## config.mk

```make
export PLATFORM = sky130hd
export DESIGN_NAME = pong_score_keeper_flat
export DESIGN_NICKNAME = d
export VERILOG_FILES = /design/src/rtl/pong_score_keeper_if.sv /design/src/rtl/pong_score_keeper.sv /design/src/flat_wrapper.sv
export SDC_FILE = /design/constraint.sdc
export NUM_CORES = 1
export LEC_CHECK = 0
export BUFFER_PORTS_ARGS = -buffer_cell sky130_fd_sc_hd__buf_2
export CORE_ASPECT_RATIO = 0.9
export CORE_MARGIN = 4
export CORE_UTILIZATION = 40
export CTS_CLUSTER_SIZE = 16
export DETAILED_ROUTE_END_ITERATION = 10
export HOLD_SLACK_MARGIN = 0.06
export PLACE_DENSITY = 0.61
export SYNTH_ARGS = -nofsm -noshare
export SYNTH_HDL_FRONTEND = slang
export SYNTH_SLANG_ARGS = --single-unit
export TNS_END_PERCENT = 1
```

## constraint.sdc

```tcl
create_clock -name Clock -period 5 [get_ports Clock]
set_input_delay 0.75 -clock Clock [delete_from_list [all_inputs] [get_ports Clock]]
set_output_delay 0.75 -clock Clock [all_outputs]
set_load 0.02 [all_outputs]
```

## src/rtl/pong_score_keeper_if.sv

```systemverilog
// Player input levels and score/status outputs of the pong score keeper.
// The master side drives hit/miss/clear; the slave side is the keeper.
interface pong_score_keeper_if #(
    parameter int NUM_PLAYERS = 2,
    parameter int NUM_DIGITS  = 2
);
    localparam int SW = NUM_PLAYERS * NUM_DIGITS * 4;

    logic [NUM_PLAYERS-1:0] hit;
    logic [NUM_PLAYERS-1:0] miss;
    logic                   clear;
    logic [SW-1:0]          score_bcd;
    logic [SW-1:0]          best_bcd;
    logic                   score_event;
    logic                   game_over;
    logic [1:0]             winner;

    modport master (
        output hit, miss, clear,
        input  score_bcd, best_bcd, score_event, game_over, winner
    );

    modport slave (
        input  hit, miss, clear,
        output score_bcd, best_bcd, score_event, game_over, winner
    );
endinterface

```

## src/rtl/pong_score_keeper.sv

```systemverilog
// Per-player BCD rally counters with edge-detected hit/miss levels,
// best-rally tracking and optional win detection.
module pong_score_keeper #(
    parameter int NUM_PLAYERS = 2,
    parameter int NUM_DIGITS  = 2,
    parameter int WIN_SCORE   = 0,
    parameter int WRAP_MODE   = 1
) (
    input  logic                Clock,
    input  logic                Reset,
    pong_score_keeper_if.slave  sk
);
    localparam int DW        = NUM_DIGITS * 4;
    localparam int SW        = NUM_PLAYERS * DW;
    localparam int MAX_SCORE = 10 ** NUM_DIGITS - 1;
    localparam int CW        = $clog2(MAX_SCORE + 1);
    localparam logic [CW-1:0] MAX_SH = CW'(MAX_SCORE);
    localparam logic [CW-1:0] WIN_SH = CW'(WIN_SCORE);

    typedef enum logic {PLAY, OVER} state_t;

    logic [NUM_PLAYERS-1:0] hit_prev_q, hit_prev_d;
    logic [NUM_PLAYERS-1:0] miss_prev_q, miss_prev_d;
    logic [NUM_PLAYERS-1:0] hit_rise, miss_rise;
    logic [SW-1:0]          score_q, score_d;
    logic [SW-1:0]          best_q, best_d;
    logic [CW-1:0]          shadow_q [NUM_PLAYERS];
    logic [CW-1:0]          shadow_d [NUM_PLAYERS];
    logic [CW-1:0]          best_shadow_q [NUM_PLAYERS];
    logic [CW-1:0]          best_shadow_d [NUM_PLAYERS];
    logic                   event_q, event_d;
    state_t                 state_q, state_d;
    logic [1:0]             winner_q, winner_d;
    logic                   win_found;
    logic [1:0]             win_idx;

    function automatic logic [DW-1:0] bcd_inc(input logic [DW-1:0] v);
        logic       carry;
        logic [3:0] dig;
        bcd_inc = v;
        carry   = 1'b1;
        for (int unsigned k = 0; k < NUM_DIGITS; k++) begin
            dig = v[k*4 +: 4];
            if (carry) begin
                if (dig == 4'd9) begin
                    bcd_inc[k*4 +: 4] = 4'd0;
                end else begin
                    bcd_inc[k*4 +: 4] = dig + 4'd1;
                    carry             = 1'b0;
                end
            end
        end
    endfunction

    always_comb begin
        hit_rise      = sk.hit & ~hit_prev_q;
        miss_rise     = sk.miss & ~miss_prev_q;
        hit_prev_d    = sk.hit;
        miss_prev_d   = sk.miss;
        score_d       = score_q;
        best_d        = best_q;
        shadow_d      = shadow_q;
        best_shadow_d = best_shadow_q;
        state_d       = state_q;
        winner_d      = winner_q;
        event_d       = 1'b0;
        win_found     = 1'b0;
        win_idx       = '0;

        // Best follows the registered score one cycle late, in either state.
        for (int unsigned p = 0; p < NUM_PLAYERS; p++) begin
            if (shadow_q[p] > best_shadow_q[p]) begin
                best_d[p*DW +: DW] = score_q[p*DW +: DW];
                best_shadow_d[p]   = shadow_q[p];
            end
        end

        if (sk.clear) begin
            score_d  = '0;
            best_d   = '0;
            state_d  = PLAY;
            winner_d = '0;
            event_d  = |score_q;
            for (int unsigned p = 0; p < NUM_PLAYERS; p++) begin
                shadow_d[p]      = '0;
                best_shadow_d[p] = '0;
            end
        end else if (state_q == PLAY) begin
            for (int unsigned p = 0; p < NUM_PLAYERS; p++) begin
                if (miss_rise[p]) begin
                    if (shadow_q[p] != '0) begin
                        score_d[p*DW +: DW] = '0;
                        shadow_d[p]         = '0;
                        event_d             = 1'b1;
                    end
                end else if (hit_rise[p]) begin
                    if (shadow_q[p] == MAX_SH) begin
                        if (WRAP_MODE != 0) begin
                            score_d[p*DW +: DW] = '0;
                            shadow_d[p]         = '0;
                            event_d             = 1'b1;
                        end
                    end else begin
                        score_d[p*DW +: DW] = bcd_inc(score_q[p*DW +: DW]);
                        shadow_d[p]         = shadow_q[p] + CW'(1);
                        event_d             = 1'b1;
                        if (WIN_SCORE != 0 && shadow_d[p] == WIN_SH && !win_found) begin
                            win_found = 1'b1;
                            win_idx   = 2'(p);
                        end
                    end
                end
            end
            if (win_found) begin
                state_d  = OVER;
                winner_d = win_idx;
            end
        end
    end

    always_ff @(posedge Clock or negedge Reset) begin
        if (!Reset) begin
            hit_prev_q    <= '0;
            miss_prev_q   <= '0;
            score_q       <= '0;
            best_q        <= '0;
            shadow_q      <= '{default: '0};
            best_shadow_q <= '{default: '0};
            event_q       <= 1'b0;
            state_q       <= PLAY;
            winner_q      <= '0;
        end else begin
            hit_prev_q    <= hit_prev_d;
            miss_prev_q   <= miss_prev_d;
            score_q       <= score_d;
            best_q        <= best_d;
            shadow_q      <= shadow_d;
            best_shadow_q <= best_shadow_d;
            event_q       <= event_d;
            state_q       <= state_d;
            winner_q      <= winner_d;
        end
    end

    assign sk.score_bcd   = score_q;
    assign sk.best_bcd    = best_q;
    assign sk.score_event = event_q;
    assign sk.game_over   = (state_q == OVER);
    assign sk.winner      = winner_q;
endmodule

```

## src/flat_wrapper.sv

```systemverilog
// flat-port wrapper written by rule: the top's interface ports become plain ports
module pong_score_keeper_flat 
#(
    parameter int NUM_PLAYERS = 2,
    parameter int NUM_DIGITS  = 2,
    parameter int WIN_SCORE   = 0,
    parameter int WRAP_MODE   = 1
)
  (Clock, Reset, sk_hit, sk_miss, sk_clear, sk_score_bcd, sk_best_bcd, sk_score_event, sk_game_over, sk_winner);
  pong_score_keeper_if #(.NUM_PLAYERS(NUM_PLAYERS), .NUM_DIGITS(NUM_DIGITS)) sk_i ();
  input  logic Clock;
  input  logic Reset;
  input wire logic [$bits(sk_i.hit)-1:0] sk_hit;
  input wire logic [$bits(sk_i.miss)-1:0] sk_miss;
  input wire logic [$bits(sk_i.clear)-1:0] sk_clear;
  output wire logic [$bits(sk_i.score_bcd)-1:0] sk_score_bcd;
  output wire logic [$bits(sk_i.best_bcd)-1:0] sk_best_bcd;
  output wire logic [$bits(sk_i.score_event)-1:0] sk_score_event;
  output wire logic [$bits(sk_i.game_over)-1:0] sk_game_over;
  output wire logic [$bits(sk_i.winner)-1:0] sk_winner;
  assign sk_i.hit = sk_hit;
  assign sk_i.miss = sk_miss;
  assign sk_i.clear = sk_clear;
  assign sk_score_bcd = sk_i.score_bcd;
  assign sk_best_bcd = sk_i.best_bcd;
  assign sk_score_event = sk_i.score_event;
  assign sk_game_over = sk_i.game_over;
  assign sk_winner = sk_i.winner;
  pong_score_keeper #(.NUM_PLAYERS(NUM_PLAYERS), .NUM_DIGITS(NUM_DIGITS), .WIN_SCORE(WIN_SCORE), .WRAP_MODE(WRAP_MODE)) u_core (.Clock(Clock), .Reset(Reset), .sk(sk_i));
endmodule
```

======== Word-level counts from Yosys, hierarchy flattened ========
Cells that the tools add are included.
word-level totals
  input port bits ......................... 7
  output and inout bits ................... 36
  logic and storage cells ................. 93
  bits in registers ....................... 65
operators by class
  magnitude comparators ................... 2
  eq/ne operators ......................... 8
  multiplexer cells ....................... 47
  bitwise logic cells ..................... 4
  $add $sub $neg .......................... 6
  reductions and logical operators ........ 13
operators by type and width
  kind                 number
  $mux 8               10
  $mux 7               10
  $mux 16              2
  $mux 14              2
  $mux 4               6
  $mux 1               17
  $add 4x1->4 const B  4
  $eq 4x4->1 const B   4
  $reduce_or 16->1     1
  $add 7x1->7 const B  2
  $eq 7x7->1 const B   2
  $gt 7x7->1           2
  $reduce_bool 7->1    2
  $reduce_bool 4->1    2
  $ne 3x3->1 const B   2
  $reduce_and 3->1     2
  $reduce_bool 3->1    2
  $and 2x2->2          2
  $not 2->2            2
  $reduce_and 2->1     2
  $reduce_bool 2->1    2

======== Logic depth before layout (Yosys ltp) ========
Gate-level depths: netlist of run 1.
  depth after elaboration ................. 11
  gate-level depth with buffers ........... 8

======== Worst setup path before layout of run 1 ========
Ideal clock, no wire load.
  path type ............................... input port to flip-flop
  start ................................... in sk_hit[1]
  end ..................................... reg u_core.score_q[13], in the netlist u_core.sk.score_bcd[13]
  buffers on the path ..................... 2
  path slack .............................. 3,089 ps
  data arrival time ....................... 1,785 ps
  setup time .............................. 126 ps
  cell stages on the path ................. 6
  cells stage by stage .................... nand2b_1 > clkbuf_1 > nor2b_1 > nor3_1 > buf_2 > a221o_1
on the way
  longest elaborated chain between the ends .. 3
ends and longest elaborated chain
  element                      line                      RTL
  from (decl)                  flat_wrapper.sv:13        input wire logic [$bits(sk_i.hit)-1:0] sk_hit;
  $and 2x2->2                  pong_score_keeper.sv:56   hit_rise = sk.hit & ~hit_prev_q;
  $reduce_bool 3->1 (no line)  n/a
  $reduce_and 3->1 (no line)   n/a
  to (signal assigned)         pong_score_keeper.sv:135  score_q <= score_d;
  to (decl)                    pong_score_keeper.sv:25   logic [SW-1:0] score_q, score_d;
Every way passes these cells.
A chain may end at the register's enable or synchronous reset.

======== Worst setup path in the final report of run 1 ========
  start ................................... reg u_core.shadow_q[6] (netlist bit)
  end ..................................... reg u_core.best_q[10], in the netlist u_core.sk.best_bcd[10]
on the way
  longest elaborated chain between the ends .. 2
ends and longest elaborated chain
  element                      line                      RTL
  from (decl)                  pong_score_keeper.sv:27   logic [CW-1:0] shadow_q [NUM_PLAYERS];
  from (signal assigned)       pong_score_keeper.sv:137  shadow_q <= shadow_d;
  $gt 7x7->1                   pong_score_keeper.sv:72   if (shadow_q[p] > best_shadow_q[p]) begin
  $reduce_bool 2->1 (no line)  n/a
  to (signal assigned)         pong_score_keeper.sv:136  best_q <= best_d;
  to (decl)                    pong_score_keeper.sv:26   logic [SW-1:0] best_q, best_d;
Every way passes these cells.

==> impl_metrics.ini, run 1 <==
[logic_synthesis]
syn_inst = 472
synth.yosys.warnings = 0
syn-cell-area_um2 = 4360
synth.most_common_cell = dfrtp_1
synth-async-reset-ratio_pct = 100
synth-main-ff-cell = dfrtp_1
netlist.area_leader.share_pct = 37.3
synth.area.top_cells = dfrtp_1, ha_1, a2bb2oi_1
synth-seq-cells = 65
synth.distinct_cells = 54
synth_edf_count = 0
ys_seq_area_share_pct = 37.3
yosysTopAreaCell = dfrtp_1
ys_top_cells_by_count = dfrtp_1, nand2_1, nor2b_1
synth_area_per_cell_um2 = 9.23

[clock_tree]
insertion_delay_ns = 0.33
postCtsSetupBuffers = 0
hold_buffers = 0
cts_resized = 0
cts_buffers = 9
cts_tree = done
path_clk_slew_ns = 0.06
htree_levels = 3
cts-root-buf = clkbuf_16
clock-sinks = 65
cts_buffer_depth = 2

[route]
firstDrtPassIters = 5
vias = 3797
drt_iter0_drc = 278
met1Wirelength_mm = 5.81
vias_per_cell = 6.11
wl_mm = 11.4
wl_met2_mm = 4.78
wl_met3_um = 739
drt-wirelength-per-cell_um = 18.4
top_layer_used = met4
drc = 0
postRouteAntennaNets = 0

[placed_design]
hpwl_mm = 7.68
dp_slack_ns = 1.97
io_buffers = 39
gp_congestion = 0.887

[global_route]
grt_use_total_pct = 18.5
grt_max_degree = 47
antenna_found_initial = 0
grt_pass1_wl_mm = 18.9
grt_overflow = 0
grt_pass1_vias = 3610

[sta]
fin_tns_setup_ns = 0
fin_ws_ns = 1.89
worstMarginPinSlew_ns = 1.32
final_hold_viol_count = 0
setup_viol = 0
maxSlewViolCount = 0
min_period_over_period_pct = 62.1
timing.slew.headroom_pct = 11.8
max_freq_mhz = 322
fin_skew_ns = 0.00549
rsz0062_at_grt = false
min_period_ns = 3.11

[power_and_ir_drop]
switching_share_pct = 28.0
p_comb_share_pct = 12.6
vdd_drop_max_uv = 104
p_sw_mw = 0.366
internal-power_mw = 0.943
p_clk_share_pct = 45.3
p_leak_nw = 2.25
power_density_nw_per_um2 = 269
seqPwrFrac_pct = 42.1

[setup_path]
cp_top_family = compound AO/OA/AOI/OAI gates
cp-start-kind = flip-flop
critPathKind = reg2reg
end_kind = flip-flop
cp_num_buf_inv = 0
r2r-end = u_core.sk.best_bcd[10]
cp_data_arrival_time_ns = 3.25
crit_required_ns = 5.14
crit_chain = ha_1 > a21oi_1 > o21ai_1 > o2111ai_1 > o221ai_1
critPathMaxFanout = 16
rrSetupSlack_ns = 1.89
r2r-start = u_core.shadow_q[6]
reg2reg_depth = 5
slowest_stage = a21oi_1
slowest_delay_ns = 0.94

[floorplanning]
dieWidth_um = 118
die_h_um = 107
row_count = 35
initial_core_util_pct = 41.8
core_area_um2 = 10400
dieArea_um2 = 12600
io_pins = 43

[finish]
synthToLayoutAreaGrowth_pct = 11.5
n_antenna_cell = 0
drive_gt1_share_pct = 12.6
final_nets = 526

[outcome]
status = finished clean

[flow_run]
cap_violations = 0

[worst_hold_path]
hold_class = in2async
## cells in the final DEF (no fill, tap or decap), drive strengths merged, types with 4 or more instances in the layout
cell type | Yosys | routed
or2 | 4 | 4
mux2i | 4 | 4
a2bb2oi | 31 | 31
dfrtp | 65 | 65
nand2 | 38 | 38
and3 | 7 | 7
a221o | 5 | 5
a21oi | 12 | 12
nor2 | 11 | 11
clkbuf | 27 | 11
o211ai | 31 | 31
and2 | 5 | 5
buf | 10 | 41
inv | 30 | 30
nand4 | 5 | 5
o2111ai | 31 | 31
nor3 | 8 | 8
nand3b | 8 | 8
nand3 | 22 | 22
a22o | 4 | 4
o21ai | 8 | 8
ha | 30 | 30
nor2b | 33 | 33
nor4 | 6 | 6
## cell type report
cell class | instances | area, µm²
clock buffer | 11 | 253
tap | 129 | 161
multi-input combinational | 342 | 2480
fill | 1012 | 5560
clock inverter | 3 | 17.5
timing repair buffer | 41 | 210
inverter | 30 | 113
sequential | 65 | 1630
## worst max-delay path by stage
stage                        startpoint                      end  slack (ns)  depth (start not counted)
floorplan                     sk_hit[1]  u_core.sk.score_bcd[13]        3.09                          6
global placement    u_core.shadow_q[13]    u_core.sk.best_bcd[6]        2.03                          5
detailed placement   u_core.shadow_q[6]   u_core.sk.best_bcd[10]        1.97                          5
CTS                  u_core.shadow_q[6]   u_core.sk.best_bcd[10]        1.93                          5
global route         u_core.shadow_q[6]   u_core.sk.best_bcd[10]        1.65                          5
finish               u_core.shadow_q[6]   u_core.sk.best_bcd[10]        1.89                          5
## metrics by stage
stage	area (µm²)	std cells	total power [mW]	utilization (%)	hold WS [ns]
3_5_place_dp	4590	607	0.725	44.0	0.591
3_3_place_gp	4590	607	0.721	44.0	0.572
5_1_grt	4860	621	1.36	46.6	0.499
2_1_floorplan	4360	474	0.679	-	0.454
6_report	4860	621	1.31	46.6	0.431
4_1_cts	4860	621	1.32	46.6	0.459
## kinds of logic (layout without fill, tap and decap cells)
logic type                 after synthesis  after routing  synth area share (%)
and+or+nand+nor                        158            158                  19.7
AOI/OAI and AO/OA                      146            146                  26.9
buffers and inverters                   67             85                  6.23
DFF                                     65             65                  37.3
adders and majority gates               30             30                  8.62
muxes                                    5              5                  1.18
other                                    1              3                0.0861
## routing by layer
metal / vias up / GRT usage, %
met4: 0 / 4.85
met3: 8 / 4.32
met2: 142 / 25.7
met1: 1813 / 28.4
met5: - / 0
li1: 1834 / -
## state kept, by name, indices dropped and copies added (netlist names)
name / flops
u_core.best_shadow_q: 14
u_core.hit_prev_q: 2
u_core.miss_prev_q: 2
u_core.shadow_q: 14
u_core.sk.best_bcd: 16
u_core.sk.score_bcd: 16
u_core.sk.score_event: 1
## power groups by stage
stage | clock network [mW] | logic, mW | registers (mW)
finish | 0.593 | 0.165 | 0.552
global route | 0.625 | 0.182 | 0.553
CTS | 0.606 | 0.165 | 0.552
detailed placement | 0 | 0.164 | 0.561
global placement | 0 | 0.160 | 0.561
floorplan | 0 | 0.114 | 0.565
No activity file was read; power rests on OpenSTA's default activity.
==> inputs of run 2 (changes only) <==
- PLACE_DENSITY: 0.61 -> 0.63
- clock period: 5 -> 2.8 ns (I/O delays scaled with it)
==> impl_metrics.ini, run 2 (synthesized netlist as in run 1, its figures left out) <==
[placed_design]
hpwl_mm = 7.89
io_buffers = 39
post_dp_cell_area_um2 = 4720
gp_congestion = 0.857
dp_slack_ns = 0.515
dp_cells = 623

[setup_path]
reg2reg_depth = 6
r2r-end = u_core.sk.best_bcd[10]
end_kind = flip-flop
critPathKind = reg2reg
startpoint = u_core.shadow_q[4]
crit_required_ns = 3.04
r2r-start = u_core.shadow_q[4]
cp_data_arrival_time_ns = 2.65
worstSetupEndpoint = u_core.sk.best_bcd[10]
cp-start-kind = flip-flop
critPathMaxFanout = 16
rrSetupSlack_ns = 0.39

[finish]
finalInstanceArea_um2 = 5080
final_cell_mix = dfrtp_1, buf_2, nand2_1
num-fill-cells = 984
drive_gt1_share_pct = 15.5
finish.utilization_pct = 48.8
final_nets = 542
mostFrequentLayoutCell = dfrtp_1
n_antenna_cell = 0
register_area_um2 = 1630
multiInputGateArea_um2 = 2470
synthToLayoutAreaGrowth_pct = 16.7
fin_cells = 639

[clock_tree]
cts_tree = done
cts-root-buf = clkbuf_16
path_clk_slew_ns = 0.06
htree_levels = 3
cts_buffer_depth = 2
cts_resized = 0
clock-sinks = 65
insertion_delay_ns = 0.33
hold_buffers = 0
cts_buffers = 9
postCtsSetupBuffers = 0

[route]
drc = 0
drt-wirelength-per-cell_um = 18.4
met1Wirelength_mm = 5.75
top_layer_used = met4
wl_met2_mm = 5.02
wl_mm = 11.8
vias = 3888
drt_iter0_drc = 210
postRouteAntennaNets = 0
vias_per_cell = 6.08
firstDrtPassIters = 4
wl_met3_um = 796

[sta]
worstMarginPinSlew_ns = 1.09
timing.slew.headroom_pct = 26.6
rsz0062_at_grt = false
min_period_over_period_pct = 85.9
fin_ws_ns = 0.395
min_period_ns = 2.41
max_freq_mhz = 416
hold-worst-slack_ns = 0.0825
final_hold_viol_count = 0
fin_tns_setup_ns = 0
maxSlewViolCount = 0
fin_skew_ns = 0.00568
setup_viol = 0

[power_and_ir_drop]
p_leak_nw = 2.37
power_density_nw_per_um2 = 533
power.total_mw = 2.71
vdd_drop_max_uv = 285

[global_route]
grt_max_degree = 46
antenna_found_initial = 0
grt_overflow = 0
grt_pass1_vias = 3783
grt_pass1_wl_mm = 19.9
grt_use_total_pct = 19.3

[floorplanning]
die_h_um = 107
row_count = 35
core_area_um2 = 10400
io_pins = 43
dieWidth_um = 118
initial_core_util_pct = 41.8
dieArea_um2 = 12600

[worst_hold_path]
hold_class = in2async

[outcome]
status = finished clean

[flow_run]
cap_violations = 0
==> run 2: cell count changes in the layout (fill, tap and decap cells not counted), sizes merged <==
| cell | previous run | this run |
|---|---|---|
| bufinv | 0 | 4 |
| clkinv | 2 | 0 |
| clkinvlp | 1 | 3 |
| buf | 41 | 57 |
| clkbuf | 11 | 9 |
==> run 2: per-layer routing <==
layer  GRT usage (%)  vias up
met4            7.45        0
met1            28.0     1872
li1                -     1867
met5               0        -
met3            4.27       22
met2            28.0      127
==> run 2: final cells by class <==
class                           instances  share of cell area, %
Tap cell                              129                   3.17
Inverter                               30                   2.22
Sequential cell                        65                   32.0
Clock inverter                          7                   2.81
Timing Repair Buffer                   57                   6.74
Multi-Input combinational cell        342                   48.6
Clock buffer                            9                   4.43
==> run 2: worst min path at each step <==
stage	startpoint	endpoint	depth (start not counted)
final	Reset	u_core.hit_prev_q[1]	1
after global routing	Reset	u_core.hit_prev_q[1]	1
after CTS	Reset	u_core.hit_prev_q[1]	1
after detailed placement	Reset	u_core.hit_prev_q[1]	1
after global placement	Reset	u_core.hit_prev_q[1]	1
after floorplan	Reset	u_core.best_shadow_q[0]	0
==> run 2: power by group <==
part | switching [mW] | total (mW) | internal, mW | leakage, nW
combinational | 0.212 | 0.318 | 0.106 | 1.31
sequential | 0.0260 | 0.986 | 0.960 | 0.892
clock | 0.447 | 1.41 | 0.960 | 0.168
==> run 2: critical path, cell delays in order, from the launching register on <==
cell       delay, ns
dfrtp_1         0.46
ha_1            0.34
a21oi_1         0.08
buf_4           0.19
o21ai_1         0.85
o2111ai_1       0.27
o221ai_1        0.13
==> inputs of run 3 (changes only) <==
- CORE_MARGIN: 4 -> unset
- CORE_UTILIZATION: 40 -> 50
- PLACE_DENSITY: 0.63 -> 0.72
==> impl_metrics.ini, run 3 (synthesized netlist as in run 1, its figures left out) <==
[power_and_ir_drop]
p_comb_share_pct = 15.5
power_density_nw_per_um2 = 419
p_clk_share_pct = 36.2
vdd_drop_max_uv = 211
seqPwrFrac_pct = 48.3
switching_share_pct = 29.9
p_sw_mw = 0.608
internal-power_mw = 1.43
p_leak_nw = 2.29

[sta]
fin_skew_ns = 0.00809
min_period_ns = 2.19
worstMarginPinSlew_ns = 1.03
fin_tns_setup_ns = 0
maxSlewViolCount = 0
final_hold_viol_count = 0
setup_viol = 0
min_period_over_period_pct = 78.1
hold-worst-slack_ns = 0.190
max_freq_mhz = 457
rsz0062_at_grt = false
timing.slew.headroom_pct = 30.8

[placed_design]
gp_congestion = 0.805
hpwl_mm = 7.60
io_buffers = 39

[route]
postRouteAntennaNets = 0
drt_iter0_drc = 252
firstDrtPassIters = 5
wl_mm = 11.3
vias = 3922
drc = 0
drt-wirelength-per-cell_um = 18.1
vias_per_cell = 6.28

[finish]
synthToLayoutAreaGrowth_pct = 11.6
final_cell_mix = dfrtp_1, buf_2, nand2_1
final_nets = 542
drive_gt1_share_pct = 15.1
register_area_um2 = 1630
finish.utilization_pct = 58.8
num-fill-cells = 753
multiInputGateArea_um2 = 2470
n_antenna_cell = 0
mostFrequentLayoutCell = dfrtp_1

[clock_tree]
cts_buffers = 9
postCtsSetupBuffers = 0
cts_resized = 0
path_clk_slew_ns = 0.07
hold_buffers = 0
insertion_delay_ns = 0.35
htree_levels = 3
cts_buffer_depth = 2
clock-sinks = 65
cts_tree = done
cts-root-buf = clkbuf_8

[floorplanning]
dieArea_um2 = 9090
die_h_um = 90.5
core_area_um2 = 8260
row_count = 31
io_pins = 43
initial_core_util_pct = 52.7
dieWidth_um = 100

[outcome]
status = finished clean

[setup_path]
cp.depth = 5
slowest_delay_ns = 0.82
r2r-start = u_core.shadow_q[6]
startpoint = u_core.shadow_q[6]
rrSetupSlack_ns = 0.61
cp_num_buf_inv = 0
crit_chain = ha_1 > nand2_1 > o21ai_1 > o2111ai_1 > nand2_1
critPathMaxFanout = 15
crit_required_ns = 3.08
critPathKind = reg2reg
cp_data_arrival_time_ns = 2.46
end_kind = flip-flop
cp-start-kind = flip-flop
cp_top_family = compound AO/OA/AOI/OAI gates
reg2reg_depth = 5
crit_top_cell = nand2_1
worstSetupEndpoint = u_core.best_shadow_q[2]
slowest_stage = o21ai_1
r2r-end = u_core.best_shadow_q[2]

[flow_run]
cap_violations = 0

[global_route]
grt_pass1_vias = 3701
grt_pass1_wl_mm = 19.0
grt_max_degree = 40
antenna_found_initial = 0
grt_overflow = 0
grt_use_total_pct = 26.6

[worst_hold_path]
hold_class = in2async
[run 3: cell types whose count changed in the layout (fill, tap and decap cells not counted)]
cell / change
buf_12: -1
buf_4: +1
bufinv_16: -4
clkbuf_1: +2
clkbuf_16: -9
clkbuf_8: +11
clkinv_2: +3
clkinvlp_4: -3
[run 3: through the flow]
stage | power, mW | cells | area (µm²) | setup slack [ns]
after floorplan | 1.21 | 474 | 4360 | 0.930
after global placement | 1.31 | 609 | 4690 | 0.711
after detailed placement | 1.31 | 609 | 4690 | 0.680
after CTS | 2.05 | 625 | 4860 | 0.659
after global routing | 2.13 | 625 | 4860 | 0.444
final | 2.04 | 625 | 4860 | 0.613
[run 3: worst min-delay path by stage]
stage,from,endpoint,slack [ns],depth (start not counted)
after floorplan,Reset,u_core.best_shadow_q[0],0.12,0
after global placement,sk_miss[1],u_core.miss_prev_q[1],0.55,1
after detailed placement,sk_miss[1],u_core.miss_prev_q[1],0.55,1
after CTS,sk_miss[1],u_core.miss_prev_q[1],0.18,1
after global routing,sk_hit[0],u_core.hit_prev_q[0],0.18,1
final,Reset,u_core.hit_prev_q[1],0.19,1
[run 3: routing by layer]
| metal | GRT usage [%] | up-vias | part of all wire, % |
|---|---|---|---|
| met2 | 37.1 | 137 | 44 |
| met3 | 6.66 | 15 | 5.8 |
| met1 | 40.3 | 1907 | 49 |
| met5 | 0 | - | 0 |
| li1 | - | 1863 | - |
| met4 | 7.49 | 0 | 1.1 |
[run 3: power by group through the flow]
stage / clock [mW] / combinational [mW] / sequential (mW)
global route: 0.794 / 0.346 / 0.987
floorplan: 0 / 0.204 / 1.01
detailed placement: 0 / 0.313 / 1.00
CTS: 0.752 / 0.314 / 0.984
global placement: 0 / 0.305 / 1.00
finish: 0.737 / 0.316 / 0.985
[run 3: layout make-up]
type,count,share of cell area [%]
inverter,30,2.32
multi-input combinational,342,50.9
clock buffer,13,3.27
tap,115,2.96
sequential,65,33.5
clock inverter,3,0.309
timing repair buffer,57,6.80
